===== src/rtl/md_issue_ctrl.sv =====
// md_issue_ctrl: decode-side issue/stall controller for the multiply/divide unit.
// Owns the D->E register for the MDU op and a shadow busy countdown that mirrors
// the MDU latency, holding any mult/div-class instruction in D while busy.
//
// Ports:
//   clk, reset      clock; synchronous active-high reset
//   d_valid, d_op   D-stage instruction valid and MDU op code (9-15 = none)
//   pipe_stall      stall from other hazard sources; freezes D
//   req             interrupt/exception request; squashes the E-stage op
//   stall_d         hold D for an MDU hazard (combinational)
//   e_op            registered op presented to the MDU in E
//   busy            start op in E or countdown non-zero (combinational)
//   count           shadow countdown
//   stall_cycles    saturating count of cycles with stall_d=1
module md_issue_ctrl #(
  parameter int unsigned MULT_LAT = 5,
  parameter int unsigned DIV_LAT  = 10,
  parameter int unsigned CNT_W    = 4
) (
  input  logic             clk,
  input  logic             reset,
  input  logic             d_valid,
  input  logic [3:0]       d_op,
  input  logic             pipe_stall,
  input  logic             req,
  output logic             stall_d,
  output logic [3:0]       e_op,
  output logic             busy,
  output logic [CNT_W-1:0] count,
  output logic [31:0]      stall_cycles
);

  localparam int unsigned CNT_LIMIT = 2 ** CNT_W;

  if (MULT_LAT >= CNT_LIMIT || DIV_LAT >= CNT_LIMIT) begin : g_bad_lat
    $error("md_issue_ctrl: MULT_LAT/DIV_LAT must be below 2**CNT_W");
  end

  logic [3:0]       r_e_op;
  logic [CNT_W-1:0] r_count;
  logic [31:0]      r_stall_cycles;

  logic             w_start;
  logic             w_is_mult;
  logic             w_md_class;
  logic             w_busy;
  logic             w_stall_d;
  logic [3:0]       w_d_op_ld;
  logic [CNT_W-1:0] w_lat;

  // Op classification: start ops occupy the MDU, md-class ops must wait for it.
  assign w_start    = (r_e_op >= 4'd1) && (r_e_op <= 4'd4);
  assign w_is_mult  = (r_e_op == 4'd1) || (r_e_op == 4'd2);
  assign w_md_class = (d_op >= 4'd1) && (d_op <= 4'd8);
  assign w_d_op_ld  = (d_op <= 4'd8) ? d_op : 4'd0;
  assign w_lat      = w_is_mult ? CNT_W'(MULT_LAT) : CNT_W'(DIV_LAT);

  assign w_busy     = w_start || (r_count != '0);
  assign w_stall_d  = d_valid && w_md_class && w_busy;

  // D->E op register, shadow countdown and stall performance counter.
  always_ff @(posedge clk) begin
    if (reset) begin
      r_e_op         <= 4'd0;
      r_count        <= '0;
      r_stall_cycles <= 32'd0;
    end else begin
      // A squashed or bubbled E slot is presented to the MDU as op 0.
      if (req || w_stall_d || pipe_stall || !d_valid) begin
        r_e_op <= 4'd0;
      end else begin
        r_e_op <= w_d_op_ld;
      end

      // A start cancelled by req never loads; a running count is committed.
      if (w_start && !req) begin
        r_count <= w_lat;
      end else if (r_count != '0) begin
        r_count <= r_count - CNT_W'(1);
      end

      if (w_stall_d && (r_stall_cycles != 32'hFFFF_FFFF)) begin
        r_stall_cycles <= r_stall_cycles + 32'd1;
      end
    end
  end

  assign stall_d      = w_stall_d;
  assign busy         = w_busy;
  assign e_op         = r_e_op;
  assign count        = r_count;
  assign stall_cycles = r_stall_cycles;

endmodule


===== config.mk =====
export PLATFORM = sky130hd
export DESIGN_NAME = md_issue_ctrl
export DESIGN_NICKNAME = d
export VERILOG_FILES = /design/src/rtl/md_issue_ctrl.sv
export SDC_FILE = /design/constraint.sdc
export NUM_CORES = 1
export LEC_CHECK = 0
export CAP_MARGIN = 40
export CORE_MARGIN = 1.5
export CORE_UTILIZATION = 45
export DETAILED_ROUTE_END_ITERATION = 12
export GPL_ROUTABILITY_DRIVEN = 0
export GPL_TIMING_DRIVEN = 0
export PLACE_DENSITY = 0.77
export SLEW_MARGIN = 20
export SYNTH_ARGS = -nofsm -noshare
export SYNTH_HDL_FRONTEND = slang
export SYNTH_SLANG_ARGS = --single-unit

===== constraint.sdc =====
create_clock -name clk -period 1.81 [get_ports clk]
set_clock_uncertainty 0.1 [all_clocks]
set_input_delay 0.2715 -clock clk [delete_from_list [all_inputs] [get_ports clk]]
set_output_delay 0.2715 -clock clk [all_outputs]
set_load 0.1 [all_outputs]

==> impl_metrics.ini, run 1 <==
[outcome]
status = aborted with a tool error
stop_stage = global routing (5_1_grt)
stop_error = [ERROR DPL-0033] detailed placement checks failed during check placement.

[die]
start_util_pct = 47.8
ios = 51
die_y_microns = 72.0
rows = 24
die_width_microns = 72.0

[clock_network]
cts_made_buffers = 5
cts_root_buf = clkbuf_8
cts.sinks = 40
cts_buffer_depth = 2
htreeDepth = 2

[synth]
ys_warn_count = 0
synth_area_leaders = dfxtp_1 (37%), xor2_1 (11%), nor2_1 (7.0%), nand3_2 (4.2%), and3_1 (3.8%)
yosys-top-cells-count = dfxtp_1 (40), nor2_1 (40), xor2_1 (26)
synth_top_area_cell = dfxtp_1
synth_nets = 248
synth_cell_types = 44
ys_seq_area_share_pct = 37.4
ys_seq_elements = 40
avgSynthCellArea_sq_um = 9.07
synth_top_area_share_pct = 37.4
synthesis.area_sq_um = 2140
synth_ff_type = dfxtp_1
synth_cells = 236
synth-edff-count = 0
synthArstFlopShare_pct = 0

[global_routing]
grt_max_degree = 13
antenna_found_initial = 0

[sta]
repair-timing-grt-worst-ep = stall_d
worst_endpoint_kind = output port

[placed_design]
place_area_sq_um = 3510
dp_slack_ps = -1190
dpl.hpwl_microns = 4220
placed_cells = 381
io_buffer_count = 50
==> through the flow <==
stage / setup TNS (ps) / utilization [%]
detailed placement: -22450 / 78.6
CTS: -5420 / 95.4
floorplan: -29440 / -
global placement: -23210 / 64.3
==> cell families after synthesis <==
family          count (synthesis)  share of synthesized area (%)
flops                          40                           37.4
simple gates                  136                           39.6
buf+inv                        12                           3.56
fa+ha+maj                       3                           1.75
xor+xnor                       33                           13.5
compound gates                 12                           4.21
==> timing repair <==
action	4_1_cts
buffers inserted	41
setup endpoints to repair	43
pin swaps	32
gates cloned	2
gates resized for setup	111
hold buffers	0
==> run 2, diff against run 1 <==
--- a/config.mk
+++ b/config.mk
@@ -7,11 +7,11 @@
 export LEC_CHECK = 0
 export CAP_MARGIN = 40
 export CORE_MARGIN = 1.5
-export CORE_UTILIZATION = 45
+export CORE_UTILIZATION = 30
 export DETAILED_ROUTE_END_ITERATION = 12
 export GPL_ROUTABILITY_DRIVEN = 0
 export GPL_TIMING_DRIVEN = 0
-export PLACE_DENSITY = 0.77
+export PLACE_DENSITY_LB_ADDON = 0.15
 export SLEW_MARGIN = 20
 export SYNTH_ARGS = -nofsm -noshare
 export SYNTH_HDL_FRONTEND = slang
==> constraint.sdc (replaced) <==
create_clock -name clk -period 2.4 [get_ports clk]
set_clock_uncertainty 0.1 [all_clocks]
set_input_delay 0.36 -clock clk [delete_from_list [all_inputs] [get_ports clk]]
set_output_delay 0.36 -clock clk [all_outputs]
set_load 0.1 [all_outputs]
==> run 2 against run 1 <==
  * Area after synthesis unchanged
  * Synthesized cell count is the same
  * The run now ends clean
==> impl_metrics.ini, run 2 <==
[worst_hold_path]
hold_path.class = in -> reg
hold_start = d_op[1]

[final_layout]
fin_area_sq_um = 3760
antenna_cells = 0
synthToLayoutAreaGrowth_pct = 75.5
finalNetCount = 349
final_cell_mix = clkdlybuf4s50_1 (44), buf_8 (41), nor2_1 (40)
drive_gt1_share_pct = 39.3
final_common_cell = clkdlybuf4s50_1
largest_reg_flops = 32
fill_cells = 629

[sta]
hold_viol = 0
setup_violations = 0
slew_viol_final = 0
grt_setup_unrepaired = no
min_period_over_period_pct = 97.6
final.min_clock_period_ps = 2340
timing.slew.headroom_pct = 56.7
tightest_slew_ps = 643
max_freq_mhz = 427

[clock_network]
cts_root_buf = clkbuf_8
clkTransAtPathRegs_ps = 80
cts_buffer_depth = 2
clock_latency_ps = 290
htreeDepth = 2
cts.sinks = 40
tritoncts = yes
cts-hold-fix-buffers = 0
cts_made_buffers = 5

[worst_setup_path]
worstSetupPathType = in -> out
arrival_ps = 1880
crit_required_ps = 1940
end_kind = output port
cp.buffers_inverters = 5
path_delay_family = simple AND/OR/NAND/NOR gates
path_cells = clkdlybuf4s15_1 > or4_4 > nand3_4 > nand2b_4 > buf_6 > inv_8 > buf_16 > buf_16
cpPeakStageDelay_ps = 560
crit_fanout = 10
cp_common_cell = buf_16
critPathLaunchType = input port
cp-startpoint = d_op[3]
slowest_stage = or4_4
timing.rr.start = stall_cycles[0]
reg2reg_setup_slack_ps = 180

[die]
die_y_microns = 87.5
dieArea_sq_um = 7650
start_util_pct = 31.3
ios = 51
rows = 30
die_width_microns = 87.5
coreArea_sq_um = 6830

[global_routing]
grt_use_total_pct = 15.8
antenna_found_initial = 0
grt_first_pass_wirelength_microns = 9480
first_global_vias = 1947
grt_max_degree = 14
grt.overflow.total = 0

[synth]
synthArstFlopShare_pct = 0
synth_top_area_share_pct = 37.4
synth_top_area_cell = dfxtp_1
synthesis.area_sq_um = 2140
synth-edff-count = 0
ys_seq_area_share_pct = 37.4
synth_nets = 248
ys_seq_elements = 40
ys_warn_count = 0
synth_cells = 236
avgSynthCellArea_sq_um = 9.07
synth_cell_types = 44
synth_ff_type = dfxtp_1
yosys-top-cells-count = dfxtp_1 (40), nor2_1 (40), xor2_1 (26)
synth_area_leaders = dfxtp_1 (37%), xor2_1 (11%), nor2_1 (7.0%), nand3_2 (4.2%), and3_1 (3.8%)

[placed_design]
place_area_sq_um = 3570
io_buffer_count = 50
dpl.hpwl_microns = 4220

[routing]
drt_iter0_drc = 58
routed_wl_microns = 5710
dr.pass1.iters = 4
vias_per_cell = 4.72
final_antenna_net_count = 0
vias = 2048
wl_per_cell_microns = 13.2
route.detailed.drc = 0

[power_and_ir_drop]
leakage_nw = 1.42
power_mw = 2.29
pwr_density_cell_nw_per_um2 = 609
vdd_drop_max_mv = 0.269

[outcome]
status = completed

[run]
maxCapViolations = 0
run 2: cell counts after synthesis:
No cell type changed its count.
run 2: report_power, final:
part	switching, mW	internal, mW	leakage [nW]	total [mW]
combinational	0.598	0.392	1.02	0.990
sequential	0.0422	0.700	0.343	0.742
clock	0.247	0.308	0.0541	0.555
run 2: final timing paths:
path | depth (start not counted) | end
setup reg to reg | 8 | stall_cycles[5]
hold / removal | 2 | e_op[1]
setup / recovery | 8 | stall_d
hold reg to reg | 2 | stall_cycles[1]
run 2: kinds of logic after synthesis:
logic type                 Yosys count  synth area share (%)
DFF                                 40                  37.4
buffers and inverters               12                  3.56
xor gates and xnor gates            33                  13.5
and+or+nand+nor                    136                  39.6
adders and majority gates            3                  1.75
AOI/OAI and AO/OA                   12                  4.21
run 2: repair_timing:
action | in CTS | in global routing
pin swaps | 0 | 2
resized for setup | 9 | 11
setup buffers | 1 | 1
endpoints found under the setup margin | 2 | 5
run 2: routing by layer:
metal	global-route usage [%]	vias to the layer above	wire length, microns
met5	0	-	0
met4	5.34	0	67
met3	2.65	5	206
met2	26.6	50	2820
met1	20.4	959	2620
li1	-	1034	-
run 2: layout make-up:
| class | instances | area, sq um | area share (%) |
|---|---|---|---|
| timing repair buffer | 94 | 1150 | 30.7 |
| sequential | 40 | 857 | 22.8 |
| clock inverter | 3 | 42.5 | 1.13 |
| clock buffer | 5 | 68.8 | 1.83 |
| buffer | 8 | 85.1 | 2.27 |
| tap | 96 | 120 | 3.20 |
| multi-input combinational | 184 | 1410 | 37.5 |
| inverter | 4 | 22.5 | 0.600 |
run 2: stage by stage:
stage / hold slack [ps] / util (%) / setup slack (ps) / TNS, ps / instances
after floorplan: 387 / - / -342 / -7540 / 236
after global placement: 392 / 42.9 / -1170 / -4720 / 382
after detailed placement: 401 / 52.3 / -800 / -4960 / 425
after CTS: 374 / 54.1 / -42.2 / -42.2 / 433
after global routing: 296 / 55.0 / 8.49 / 0 / 434
final: 288 / 55.0 / 58.2 / 0 / 434
Note: power is estimated with default switching activity, not from simulation.
